===== src/rtl/ram_fifo_out_stage.sv =====
// One-word output register of the RAM FIFO.
//   clk_i, rst_ni : clock, asynchronous active-low reset
//   clear_i       : synchronous flush (drops held word and any arriving read data)
//   out_ready_i   : consumer ready
//   rd_pending_i  : RAM read data for the head word arrives this cycle
//   ram_rdata_i   : RAM read data
//   bypass_i      : push goes straight into the register (RAM empty, nothing in flight)
//   in_data_i     : push word used on bypass
//   slot_free_o   : register can accept a word at the next edge
//   out_valid_o   : head word valid
//   out_data_o    : head word
module ram_fifo_out_stage #(
    parameter int DATA_WIDTH = 32
) (
    input  logic                  clk_i,
    input  logic                  rst_ni,
    input  logic                  clear_i,
    input  logic                  out_ready_i,
    input  logic                  rd_pending_i,
    input  logic [DATA_WIDTH-1:0] ram_rdata_i,
    input  logic                  bypass_i,
    input  logic [DATA_WIDTH-1:0] in_data_i,
    output logic                  slot_free_o,
    output logic                  out_valid_o,
    output logic [DATA_WIDTH-1:0] out_data_o
);

    logic                  out_valid;
    logic [DATA_WIDTH-1:0] out_data;

    always_comb begin
        slot_free_o = !out_valid || out_ready_i;
    end

    // rd_pending and bypass are never both set: bypass requires nothing in flight.
    // A fetch is only issued when the slot is free, so arriving RAM data never
    // overwrites an unpopped word.
    always_ff @(posedge clk_i or negedge rst_ni) begin
        if (!rst_ni) begin
            out_valid <= 1'b0;
            out_data  <= '0;
        end else if (clear_i) begin
            out_valid <= 1'b0;
        end else if (rd_pending_i) begin
            out_valid <= 1'b1;
            out_data  <= ram_rdata_i;
        end else if (bypass_i) begin
            out_valid <= 1'b1;
            out_data  <= in_data_i;
        end else if (out_valid && out_ready_i) begin
            out_valid <= 1'b0;
        end
    end

    assign out_valid_o = out_valid;
    assign out_data_o  = out_data;

endmodule


===== src/rtl/ram_fifo_ctrl.sv =====
// Valid/ready FIFO controller driving the single port of ram_5x32.
//   clk_i, rst_ni        : clock (shared with the RAM), asynchronous active-low reset
//   clear_i              : synchronous flush
//   in_valid_i/in_ready_o/in_data_i    : push side
//   out_valid_o/out_ready_i/out_data_o : pop side (registered head word, first-word fall-through)
//   level_o              : words held (RAM + in-flight read + output register)
//   ram_we_o/ram_addr_o/ram_wdata_o    : RAM port drive
//   ram_rdata_i          : RAM read data, valid the cycle after the read address
// The RAM port serves either one read prefetch or one push per cycle; prefetch wins.
module ram_fifo_ctrl #(
    parameter int ADDRESS_WIDTH = 5,
    parameter int DATA_WIDTH    = 32,
    parameter int MEMORY_DEPTH  = 32
) (
    input  logic                     clk_i,
    input  logic                     rst_ni,
    input  logic                     clear_i,
    input  logic                     in_valid_i,
    output logic                     in_ready_o,
    input  logic [DATA_WIDTH-1:0]    in_data_i,
    output logic                     out_valid_o,
    input  logic                     out_ready_i,
    output logic [DATA_WIDTH-1:0]    out_data_o,
    output logic [ADDRESS_WIDTH:0]   level_o,
    output logic                     ram_we_o,
    output logic [ADDRESS_WIDTH-1:0] ram_addr_o,
    output logic [DATA_WIDTH-1:0]    ram_wdata_o,
    input  logic [DATA_WIDTH-1:0]    ram_rdata_i
);

    localparam logic [ADDRESS_WIDTH:0]   DEPTH_L = (ADDRESS_WIDTH+1)'(MEMORY_DEPTH);
    localparam logic [ADDRESS_WIDTH:0]   CNT_ONE = (ADDRESS_WIDTH+1)'(1);
    localparam logic [ADDRESS_WIDTH-1:0] PTR_ONE = ADDRESS_WIDTH'(1);

    logic [ADDRESS_WIDTH-1:0] wr_ptr;
    logic [ADDRESS_WIDTH-1:0] rd_ptr;
    logic [ADDRESS_WIDTH:0]   ram_count;
    logic                     rd_pending;

    logic slot_free;
    logic out_valid;
    logic fetch;
    logic bypass;
    logic ready;
    logic push_ram;

    always_comb begin
        fetch    = (ram_count != '0) && !rd_pending && slot_free && !clear_i;
        // Bypass only when nothing older exists in RAM or in flight, so order holds.
        bypass   = (ram_count == '0) && !rd_pending && slot_free && in_valid_i && !clear_i;
        ready    = (ram_count < DEPTH_L) && !fetch && !clear_i;
        push_ram = in_valid_i && ready && !bypass;
    end

    always_comb begin
        ram_we_o    = push_ram;
        ram_addr_o  = push_ram ? wr_ptr : rd_ptr;
        ram_wdata_o = in_data_i;
    end

    always_ff @(posedge clk_i or negedge rst_ni) begin
        if (!rst_ni) begin
            wr_ptr     <= '0;
            rd_ptr     <= '0;
            ram_count  <= '0;
            rd_pending <= 1'b0;
        end else if (clear_i) begin
            wr_ptr     <= '0;
            rd_ptr     <= '0;
            ram_count  <= '0;
            rd_pending <= 1'b0;
        end else begin
            rd_pending <= fetch;
            if (fetch) begin
                rd_ptr    <= rd_ptr + PTR_ONE;
                ram_count <= ram_count - CNT_ONE;
            end else if (push_ram) begin
                wr_ptr    <= wr_ptr + PTR_ONE;
                ram_count <= ram_count + CNT_ONE;
            end
        end
    end

    ram_fifo_out_stage #(
        .DATA_WIDTH (DATA_WIDTH)
    ) u_out_stage (
        .clk_i        (clk_i),
        .rst_ni       (rst_ni),
        .clear_i      (clear_i),
        .out_ready_i  (out_ready_i),
        .rd_pending_i (rd_pending),
        .ram_rdata_i  (ram_rdata_i),
        .bypass_i     (bypass),
        .in_data_i    (in_data_i),
        .slot_free_o  (slot_free),
        .out_valid_o  (out_valid),
        .out_data_o   (out_data_o)
    );

    assign out_valid_o = out_valid;
    assign in_ready_o  = ready;
    assign level_o     = ram_count
                       + (ADDRESS_WIDTH+1)'(rd_pending)
                       + (ADDRESS_WIDTH+1)'(out_valid);

endmodule

===== config.mk =====
export PLATFORM = sky130hd
export DESIGN_NAME = ram_fifo_ctrl
export DESIGN_NICKNAME = d
export VERILOG_FILES = /design/src/rtl/ram_fifo_out_stage.sv /design/src/rtl/ram_fifo_ctrl.sv
export SDC_FILE = /design/constraint.sdc
export NUM_CORES = 1
export LEC_CHECK = 0
export ABC_AREA = 1
export CORE_MARGIN = 2
export CORE_UTILIZATION = 42
export DETAILED_ROUTE_END_ITERATION = 7
export HOLD_SLACK_MARGIN = 0.12
export PLACE_DENSITY = 0.81
export SLEW_MARGIN = 10
export SYNTH_ARGS = -nofsm -noshare
export SYNTH_HDL_FRONTEND = slang
export SYNTH_HIERARCHICAL = 1
export SYNTH_SLANG_ARGS = --single-unit

===== constraint.sdc =====
create_clock -name clk_i -period 2.4 [get_ports clk_i]
set_input_delay 0.48 -clock clk_i [delete_from_list [all_inputs] [get_ports clk_i]]
set_output_delay 0.48 -clock clk_i [all_outputs]
set_load 0.005 [all_outputs]

Word level (Yosys, flattened, before mapping)
Cells that the tools add are included.

storage, ports and cells
  memory bits (read-only) = 0
  logic and storage cells = 58
  input bits = 69
  latch bits = 0
  bits in writable memories = 0
  output and inout bits = 78
  register bits = 50
  memories = 0

operators by class
  div/mod/pow operators = 0
  $lt $le $gt $ge = 1
  add/subtract/negate cells = 6
  multiply operators = 0
  shifts and indexed selects = 0
  muxes and demuxes = 16
  bitwise logic cells = 1
  equality and inequality tests = 1
  reduce and logical (&&, ||, !) cells = 27

operators with widths
  cell                                              count
  two-way mux 32 bit                                2
  two-way mux 5 bit                                 6
  two-way mux 6 bit                                 3
  adder 6 x 1 -> 6 bit                              2
  logical AND 1 bit                                 12
  adder 5 x 1 -> 5 bit, second input constant       2
  adder 6 x 1 -> 6 bit, second input constant       1
  zero test 6 bit                                   1
  < comparator 6 bit, second input constant         1
  nonzero test 2 bit                                3
  nonzero test 6 bit                                1
  subtractor 6 x 1 -> 6 bit, second input constant  1
  zero test 1 bit                                   5
  two-way mux 1 bit                                 5
  AND reduction 2 bit                               2
  nonzero test 4 bit                                1
  nonzero test 3 bit                                1
  inequality test 2 bit, second input constant      1
  logical OR 1 bit                                  1
  NOT 1 bit                                         1

Logic depth before layout (Yosys ltp)
Gate-level depths: netlist of the first run.

  depth in word-level cells = 12
  mapped depth = 16
  gate-level depth less buffers = 16

Cells and area by module
The synthesis of the first run kept the hierarchy.

by module, submodules not included
  module              sequential area each (um2)  area an instance (um2)  cells each  times used
  ram_fifo_out_stage  825.8                       1,732.9                 246         1
  ram_fifo_ctrl       425.4                       1,541.5                 201         1

Worst setup path after synthesis of the first run
No wires, ideal clock.

  path type = reg-to-output
  start = register ram_count[2]
  end = output ram_addr_o[2]
  setup slack = 0.192 ns
  arrival time = 1.728 ns
  required time = 1.920 ns
  buffers on the path = 1
  stages on the path, launching flop included = 14
  cells stage by stage = dfrtp_1 nor2_2 nand4_1 nand2_1 ha_1 inv_1 nor2_1 nand2_1 inv_1 nand2_4 inv_4 buf_8 nand2_1 o21ai_2

on the way
  cells in the longest elaborated chain, start to end = 10
  elaborated cells on any way between the ends = 17
  those cells by class = 1 x order compare; 1 x mux; 15 x reduce/logical

ends and longest elaborated chain
  element                                                     RTL line             RTL
  start, declared                                             ram_fifo_ctrl.sv:37  logic [ADDRESS_WIDTH:0] ram_count;
  start signal, assigned                                      ram_fifo_ctrl.sv:76  ram_count <= ram_count - CNT_ONE;
  start signal, assigned                                      ram_fifo_ctrl.sv:79  ram_count <= ram_count + CNT_ONE;
  branches (longest 5 deep; another with < comparator 6 bit)  n/a
  logical AND 1 bit (*) (2 in a row)                          ram_fifo_ctrl.sv:51  ready = (ram_count < DEPTH_L) && !fetch && !clear_i;
  via in_ready_o                                              ram_fifo_ctrl.sv:19  output logic in_ready_o,
  logical AND 1 bit (*) (2 in a row)                          ram_fifo_ctrl.sv:52  push_ram = in_valid_i && ready && !bypass;
  via ram_we_o                                                ram_fifo_ctrl.sv:25  output logic ram_we_o,
  two-way mux 5 bit (*)                                       ram_fifo_ctrl.sv:57  ram_addr_o = push_ram ? wr_ptr : rd_ptr;
  end, declared                                               ram_fifo_ctrl.sv:26  output logic [ADDRESS_WIDTH-1:0] ram_addr_o,

Mark *: on every way through the listed nets, which the timed path passes.

Worst setup path after layout of the first run
  start = register ram_count[4]
  end = output ram_addr_o[1]

on the way
  cells in the longest elaborated chain, start to end = 10
  elaborated cells on any way between the ends = 17
  those cells by class = 1 x order compare; 1 x mux; 15 x reduce/logical

ends and longest elaborated chain
  element                                                     RTL line
  branches (longest 8 deep; another with < comparator 6 bit)  n/a
  logical AND 1 bit (*)                                       ram_fifo_ctrl.sv:52
  two-way mux 5 bit (*)                                       ram_fifo_ctrl.sv:57

Mark *: on every way between the ends.

==> impl_metrics.ini, run 1 <==
[run_status]
run_status = finished with violations
failing_checks = setup timing

[routing]
routed_wire_length_per_instance_microns = 14.3
drtIter0Drc = 95
dr_pass1_iterations = 4
dr_total_vias = 3345
antenna_left = 0
avgViaCountPerCell = 4.73
drt_wl_total_mm = 10.1
drc = 0

[timing]
layout_setup_ws_ns = -0.245
post-route-period-util = 1.10
final.min_clock_period_ns = 2.65
timing.final.max_slew_violations = 0
clock.fmax_mhz = 378
timing.final.setup_violations = 7
finalSetupTns_ns = -1.23
max_slew.worst_pin.slew_ns = 0.868
slew-limit-headroom = 0.419
setup_repair_after_global_routing_missed_its_margin = true
worst_clock_skew_ns = 0.00701
finalHoldViolCount = 0

[worst_setup_path]
cp_delay_by_family_top = simple AND/OR/NAND/NOR gates
regToRegEndpoint = ram_count[5]
worstPathCellList = nor2_2, nand4_1, nand2_2, ha_4, inv_2, nor2_2, nand2_1, inv_2, nand2_4, inv_8, buf_8, nand2_4, o21ai_2, buf_2
path_depth = 14
critical_path.max_fanout = 6
start_kind = flip-flop
critical-path-slowest-cell = dfrtp_1
timing.reg2reg.setup_slack_ns = -0.04
r2r_cells = 16
critPathArrivalTime_ns = 2.17
critical_path.startpoint = ram_count[4]
crit_buf_inv = 5
r2r_start = ram_count[4]
worst_ep_required_time_ns = 1.92
worst_setup_path_end_kind = primary output
timing_worst_setup_path_type = reg2out
highest_cell_delay_on_the_worst_timing_path_ns = 0.41

[final_layout]
most-common-layout-cells = 229 x nand2_1, 130 x clkdlybuf4s50_1, 50 x dfrtp_1
area.growth.synth_to_final_pct = 59.1
num-nets-final = 683
layout.cells.most_common = nand2_1
antenna_diode_count = 0
post_route_utilization = 0.681
share_of_layout_cells_above_drive_strength_1 = 0.203

[die]
std_cell_rows = 32
die_w_microns = 92.3
fp.dieArea_sq_mm = 0.00852
initial_core_util = 0.428
dieHeight_microns = 92.3
ioPinCount = 147
placeableCoreArea_sq_mm = 0.00765

[clock_network]
clock_sink_count = 50
clock_latency_ns = 0.30
cts_htree_levels = 2
clkTransAtPathRegs_ns = 0.09
ctsLongestPathBuffers = 2
cts_buffers = 5
cts_hold_buffers = 0
cts.root.buffer_cell = clkbuf_8
clock_tree_from_tritoncts = done

[logic_synthesis]
postSynthRegisterBits = 50
number_of_flops_mapped_to_enable_cells_by_yosys = 0
synthesis.nets = 526
post_synth_inst_count = 447
synth_sequential_area_ratio = 0.382
syn-mean-instance-area_sq_um = 7.33
post_synth_main_area_contributors = dfrtp_1 38%, nand2_1 27%, buf_4 8.0%
synth_cell_types = 31
mappedNetlistArea_sq_mm = 0.00327
synthDominantCellAreaShare = 0.382
synth_top_area_cell = dfrtp_1
postSynth.topFlopCell = dfrtp_1
synth-async-reset-ratio = 1.00
synthesis_warnings = 6

[global_routing]
grtUsageTotal = 0.220
grt_first_pass_wirelength_mm = 15.2
grt_remaining_overflow = 0
via_count_of_the_first_global_routing_pass = 3305
grt_antenna_before_repair = 0
grt_max_degree = 37

[power_and_ir_drop]
power_per_cell_area_mw_per_mm2 = 1080
total_leakage_power_nw = 2.71
ir_drop_uv = 834

[placed_design]
globalplace.congestion = 0.811
hpwlAfterDp_mm = 6.56
place.port_buffers = 146

[min_path]
hp-class = in2async

[run]
drv_cap = 0
-- how the worst max path moves through the flow --
stage               endpoint  slack [ns]
2_1_floorplan  ram_addr_o[2]        0.19
3_3_place_gp   ram_addr_o[0]       -0.64
3_5_place_dp   ram_addr_o[2]       -0.73
4_1_cts        ram_addr_o[0]       -0.16
5_1_grt        ram_addr_o[1]       -0.38
6_report       ram_addr_o[1]       -0.25
-- logic make-up after synthesis --
group / after synthesis / share of synthesized area
AO/OA/AOI/OAI: 17 / 0.0386
XOR/XNOR: 11 / 0.0294
AND/OR/NAND/NOR: 282 / 0.357
flip-flops: 50 / 0.382
adder cells (fa/ha/maj): 10 / 0.0428
buffers and inverters: 77 / 0.151
-- worst register-to-register path: stages, from the launching register on --
cell and delay [ns]:
dfrtp_1 0.41, nor2_2 0.15, nand4_1 0.21, nand2_2 0.18
buf_6 0.12, clkinvlp_4 0.14, buf_6 0.17, ha_4 0.28
nand2_1 0.06, nand2_1 0.11, nand2_1 0.10, nand3_1 0.10
nand2_1 0.07, nand2_1 0.06, inv_1 0.04, nand2_1 0.06
nand2_1 0.06
-- through the flow --
stage	hold slack, ns	setup slack, ns	area, sq um	total power, mW	instances
after global placement	0.462	-0.635	4730	4.27	677
after CTS	0.196	-0.158	5000	5.22	699
after global routing	0.215	-0.382	5210	6.07	707
after floorplan	0.184	0.192	3270	2.95	447
after detailed placement	0.466	-0.725	4730	4.35	677
final	0.187	-0.245	5210	5.65	707
-- power breakdown --
group | internal, mW | switching [mW] | total, mW | leakage (nW)
Clock | 0.445 | 0.282 | 0.727 | 0.0714
Sequential | 1.17 | 0.197 | 1.36 | 0.647
Combinational | 1.80 | 1.75 | 3.56 | 1.99
-- flip-flops by register name (all words and copies together) (netlist names) --
name,flops
rd_pending,1
wr_ptr,5
ram_count,6
rd_ptr,5
u_out_stage/out_valid_o,1
u_out_stage/out_data_o,32
-- cell usage after synthesis, types with 3 or more instances --
cell / n
o21ai_0: 3
o21ai_2: 4
inv_1: 27
nand2_1: 239
dfrtp_1: 50
nand3_2: 3
xnor2_1: 5
buf_2: 3
nor3_1: 3
buf_4: 35
ha_1: 8
nand2_4: 3
nand3_1: 14
nor2_1: 11
buf_6: 7
a21oi_1: 5
xor2_1: 6
-- per-layer routing --
layer / global-route usage / wire, microns / vias to the layer above
met4: 0.0734 / 150 / 0
li1: - / - / 1647
met3: 0.0553 / 635 / 12
met2: 0.411 / 5250 / 118
met1: 0.244 / 4050 / 1568
met5: 0 / 0 / -
-- cell type report --
class,instances,area [sq um]
well taps,102,128
clock inverters,2,60.1
repair buffers,196,1860
flip-flops and latches,50,1250
inverters,31,130
multi-input cells,320,1690
fillers,563,2440
clock buffers,6,82.6
-- what timing repair did --
| item | CTS | global route |
|---|---|---|
| setup buffers | 14 | 12 |
| setup endpoints to repair | 12 | 15 |
| resized for setup | 64 | 29 |
| gates cloned | 0 | 0 |
| pin swaps | 7 | 18 |
(Power assumes the default switching activity.)
==> run 2, diff against run 1 <==
--- a/config.mk
+++ b/config.mk
@@ -5,9 +5,8 @@
 export SDC_FILE = /design/constraint.sdc
 export NUM_CORES = 1
 export LEC_CHECK = 0
-export ABC_AREA = 1
 export CORE_MARGIN = 2
-export CORE_UTILIZATION = 42
+export CORE_UTILIZATION = 41
 export DETAILED_ROUTE_END_ITERATION = 7
 export HOLD_SLACK_MARGIN = 0.12
 export PLACE_DENSITY = 0.81
==> constraint.sdc (replaced) <==
create_clock -name clk_i -period 2.7 [get_ports clk_i]
set_input_delay 0.54 -clock clk_i [delete_from_list [all_inputs] [get_ports clk_i]]
set_output_delay 0.54 -clock clk_i [all_outputs]
set_load 0.005 [all_outputs]
==> run 2 against run 1 <==
  * The run still ends with setup timing left
  * Final cell count fell by 21%
  * Non-clock buffer count decreased by 7
  * Core utilization fell by 2.2 points
  * Combinational power shrank 31%
  * Global-route usage is 0.89 points higher
  * First-iteration DRC count rose by 8.4%
  * Critical path type unchanged
  * Critical endpoint is now ram_addr_o[4]
==> impl_metrics.ini, run 2 <==
[logic_synthesis]
post_synth_main_area_contributors = dfrtp_1 41%, o32ai_1 9.1%, buf_4 7.8%
synth_cell_types = 44
synth_sequential_area_ratio = 0.407
synth-async-reset-ratio = 1.00
synthesis.nets = 399
postSynth.topFlopCell = dfrtp_1
synth_common_cells = 50 x dfrtp_1, 45 x nor2_1, 32 x buf_4, 32 x o22ai_1, 32 x o32ai_1
post_synth_inst_count = 320
mappedNetlistArea_sq_mm = 0.00307
synthDominantCellAreaShare = 0.407
number_of_flops_mapped_to_enable_cells_by_yosys = 0
postSynthRegisterBits = 50
synth_top_area_cell = dfrtp_1
syn-mean-instance-area_sq_um = 9.60
synthesis_warnings = 6
cell_with_the_most_instances_after_synthesis = dfrtp_1

[power_and_ir_drop]
ir_drop_uv = 411
switching_power_mw = 1.54
cell_internal_pwr_mw = 2.61
clock_power_share = 0.113
sequential_fraction_of_design_power = 0.298
power_per_cell_area_mw_per_mm2 = 870
total_leakage_power_nw = 2.04
power.share.combinational = 0.590
p_sw_frac = 0.372

[worst_setup_path]
r2r_start = ram_count[1]
critical_path.startpoint = ram_count[0]
start_kind = flip-flop
critPathArrivalTime_ns = 2.34
worst_setup_path_end_kind = primary output
critical_path.max_fanout = 5
worst_ep_required_time_ns = 2.16
r2r_cells = 12
timing_worst_setup_path_type = reg2out
regToRegEndpoint = ram_count[4]
timing.reg2reg.setup_slack_ns = 0.11

[die]
fp.dieArea_sq_mm = 0.00820
die_w_microns = 90.6
initial_core_util = 0.423
dieHeight_microns = 90.6
std_cell_rows = 31
ioPinCount = 147
placeableCoreArea_sq_mm = 0.00725

[timing]
holdWs_ns = 0.240
final.min_clock_period_ns = 2.88
slew-limit-headroom = 0.586
timing.final.setup_violations = 5
post-route-period-util = 1.07
clock.fmax_mhz = 347
worst_clock_skew_ns = 0.00598
max_slew.worst_pin.slew_ns = 0.621
setup_repair_after_global_routing_missed_its_margin = true
finalHoldViolCount = 0
layout_setup_ws_ns = -0.180
timing.final.max_slew_violations = 0

[clock_network]
cts.root.buffer_cell = clkbuf_8
cts_htree_levels = 2
ctsLongestPathBuffers = 2
clock_latency_ns = 0.30
cts_buffers = 5
clock_tree_from_tritoncts = done
clock_sink_count = 50
cts_hold_buffers = 0
clkTransAtPathRegs_ns = 0.10

[global_routing]
grt_first_pass_wirelength_mm = 15.3
grt_max_degree = 37
grtUsageTotal = 0.229
grt_remaining_overflow = 0
grt_antenna_before_repair = 0
via_count_of_the_first_global_routing_pass = 2990

[final_layout]
layout.cell_area.non_filler_sq_mm = 0.00478
most-common-layout-cells = 133 x clkdlybuf4s50_1, 49 x dfrtp_1, 45 x nor2_1
ff_latch_area_sq_mm = 0.00125
layout.cells.most_common = clkdlybuf4s50_1
num-nets-final = 540
antenna_diode_count = 0
post_route_utilization = 0.659
area.growth.synth_to_final_pct = 55.6
area_of_the_multi_input_gates_sq_mm = 0.00146
largest_reg_flops = 32
share_of_layout_cells_above_drive_strength_1 = 0.175
number_of_inserted_filler_cells_in_the_final_layout = 592

[placed_design]
place.port_buffers = 146
placement.cell_area_sq_mm = 0.00453
globalplace.congestion = 0.760
hpwlAfterDp_mm = 7.10

[routing]
dr_pass1_iterations = 4
drtIter0Drc = 103
drt_wl_total_mm = 9.65
routed_wire_length_per_instance_microns = 17.2
dr_total_vias = 3025
topRoutingLayerUsed = met4
avgViaCountPerCell = 5.39
antenna_left = 0
drc = 0
met3_wirelength_microns = 572
route.layer.met1.wl_mm = 3.96
routed-wl-met2_mm = 4.98

[min_path]
hp-class = in2async

[run]
drv_cap = 0

[run_status]
failing_checks = setup timing
run_status = finished with violations
[run 2: cells by family (layout without fill, tap and decap cells)]
kind of cell,after synthesis,after routing,synth area share
and+or+nand+nor,86,86,0.132
adders and majority gates,10,10,0.0456
DFF,50,50,0.407
buffers and inverters,64,206,0.137
muxes,6,6,0.0265
AOI/OAI and AO/OA,91,91,0.215
xor gates and xnor gates,13,13,0.0371
[run 2: per-stage QoR]
stage          power [mW]  cells  TNS [ns]  worst slack (ns)
3_5_place_dp         3.58    540     -4.05            -0.627
4_1_cts              4.12    557    -0.583            -0.123
2_1_floorplan        2.45    320         0             0.120
3_3_place_gp         3.47    540     -3.63            -0.599
6_report             4.16    561    -0.780            -0.180
5_1_grt              4.44    561     -1.00            -0.219
[run 2: worst max-delay path: stages (launching register included)]
cell and delay, ns:
dfrtp_1 0.41, buf_4 0.14, or4_4 0.52, o311a_4 0.41
buf_4 0.15, mux2_4 0.29, buf_6 0.12
[run 2: timing repair]
item,4_1_cts,5_1_grt
hold endpoints to repair,0,0
setup endpoints to repair,11,12
buffers inserted,9,4
pin swaps,4,5
resized for setup,39,16
[run 2: worst max path at each step]
stage,to,slack [ns],cells after the start
floorplan,ram_addr_o[0],0.12,8
finish,ram_addr_o[4],-0.18,6
global route,ram_addr_o[4],-0.22,6
CTS,ram_addr_o[4],-0.12,9
detailed placement,ram_addr_o[4],-0.63,9
global placement,ram_addr_o[4],-0.60,9
[run 2: layout make-up]
type                            instances  share of cell area
Timing Repair Buffer                  189               0.379
Multi-Input combinational cell        206               0.306
Sequential cell                        50               0.262
Tap cell                               99              0.0259
Clock buffer                            6              0.0173
Inverter                                9             0.00707
Clock inverter                          2             0.00340
[run 2: power groups by stage]
stage | registers, mW | clock network [mW] | logic [mW]
floorplan | 1.25 | 0 | 1.20
global placement | 1.22 | 0 | 2.25
detailed placement | 1.24 | 0 | 2.33
CTS | 1.23 | 0.483 | 2.40
global route | 1.27 | 0.506 | 2.66
finish | 1.24 | 0.468 | 2.45
[run 2: layer usage]
| metal | GRT usage | vias to the layer above |
|---|---|---|
| li1 | - | 1435 |
| met1 | 0.294 | 1461 |
| met2 | 0.402 | 117 |
| met3 | 0.0384 | 12 |
| met4 | 0.0577 | 0 |
| met5 | 0 | - |
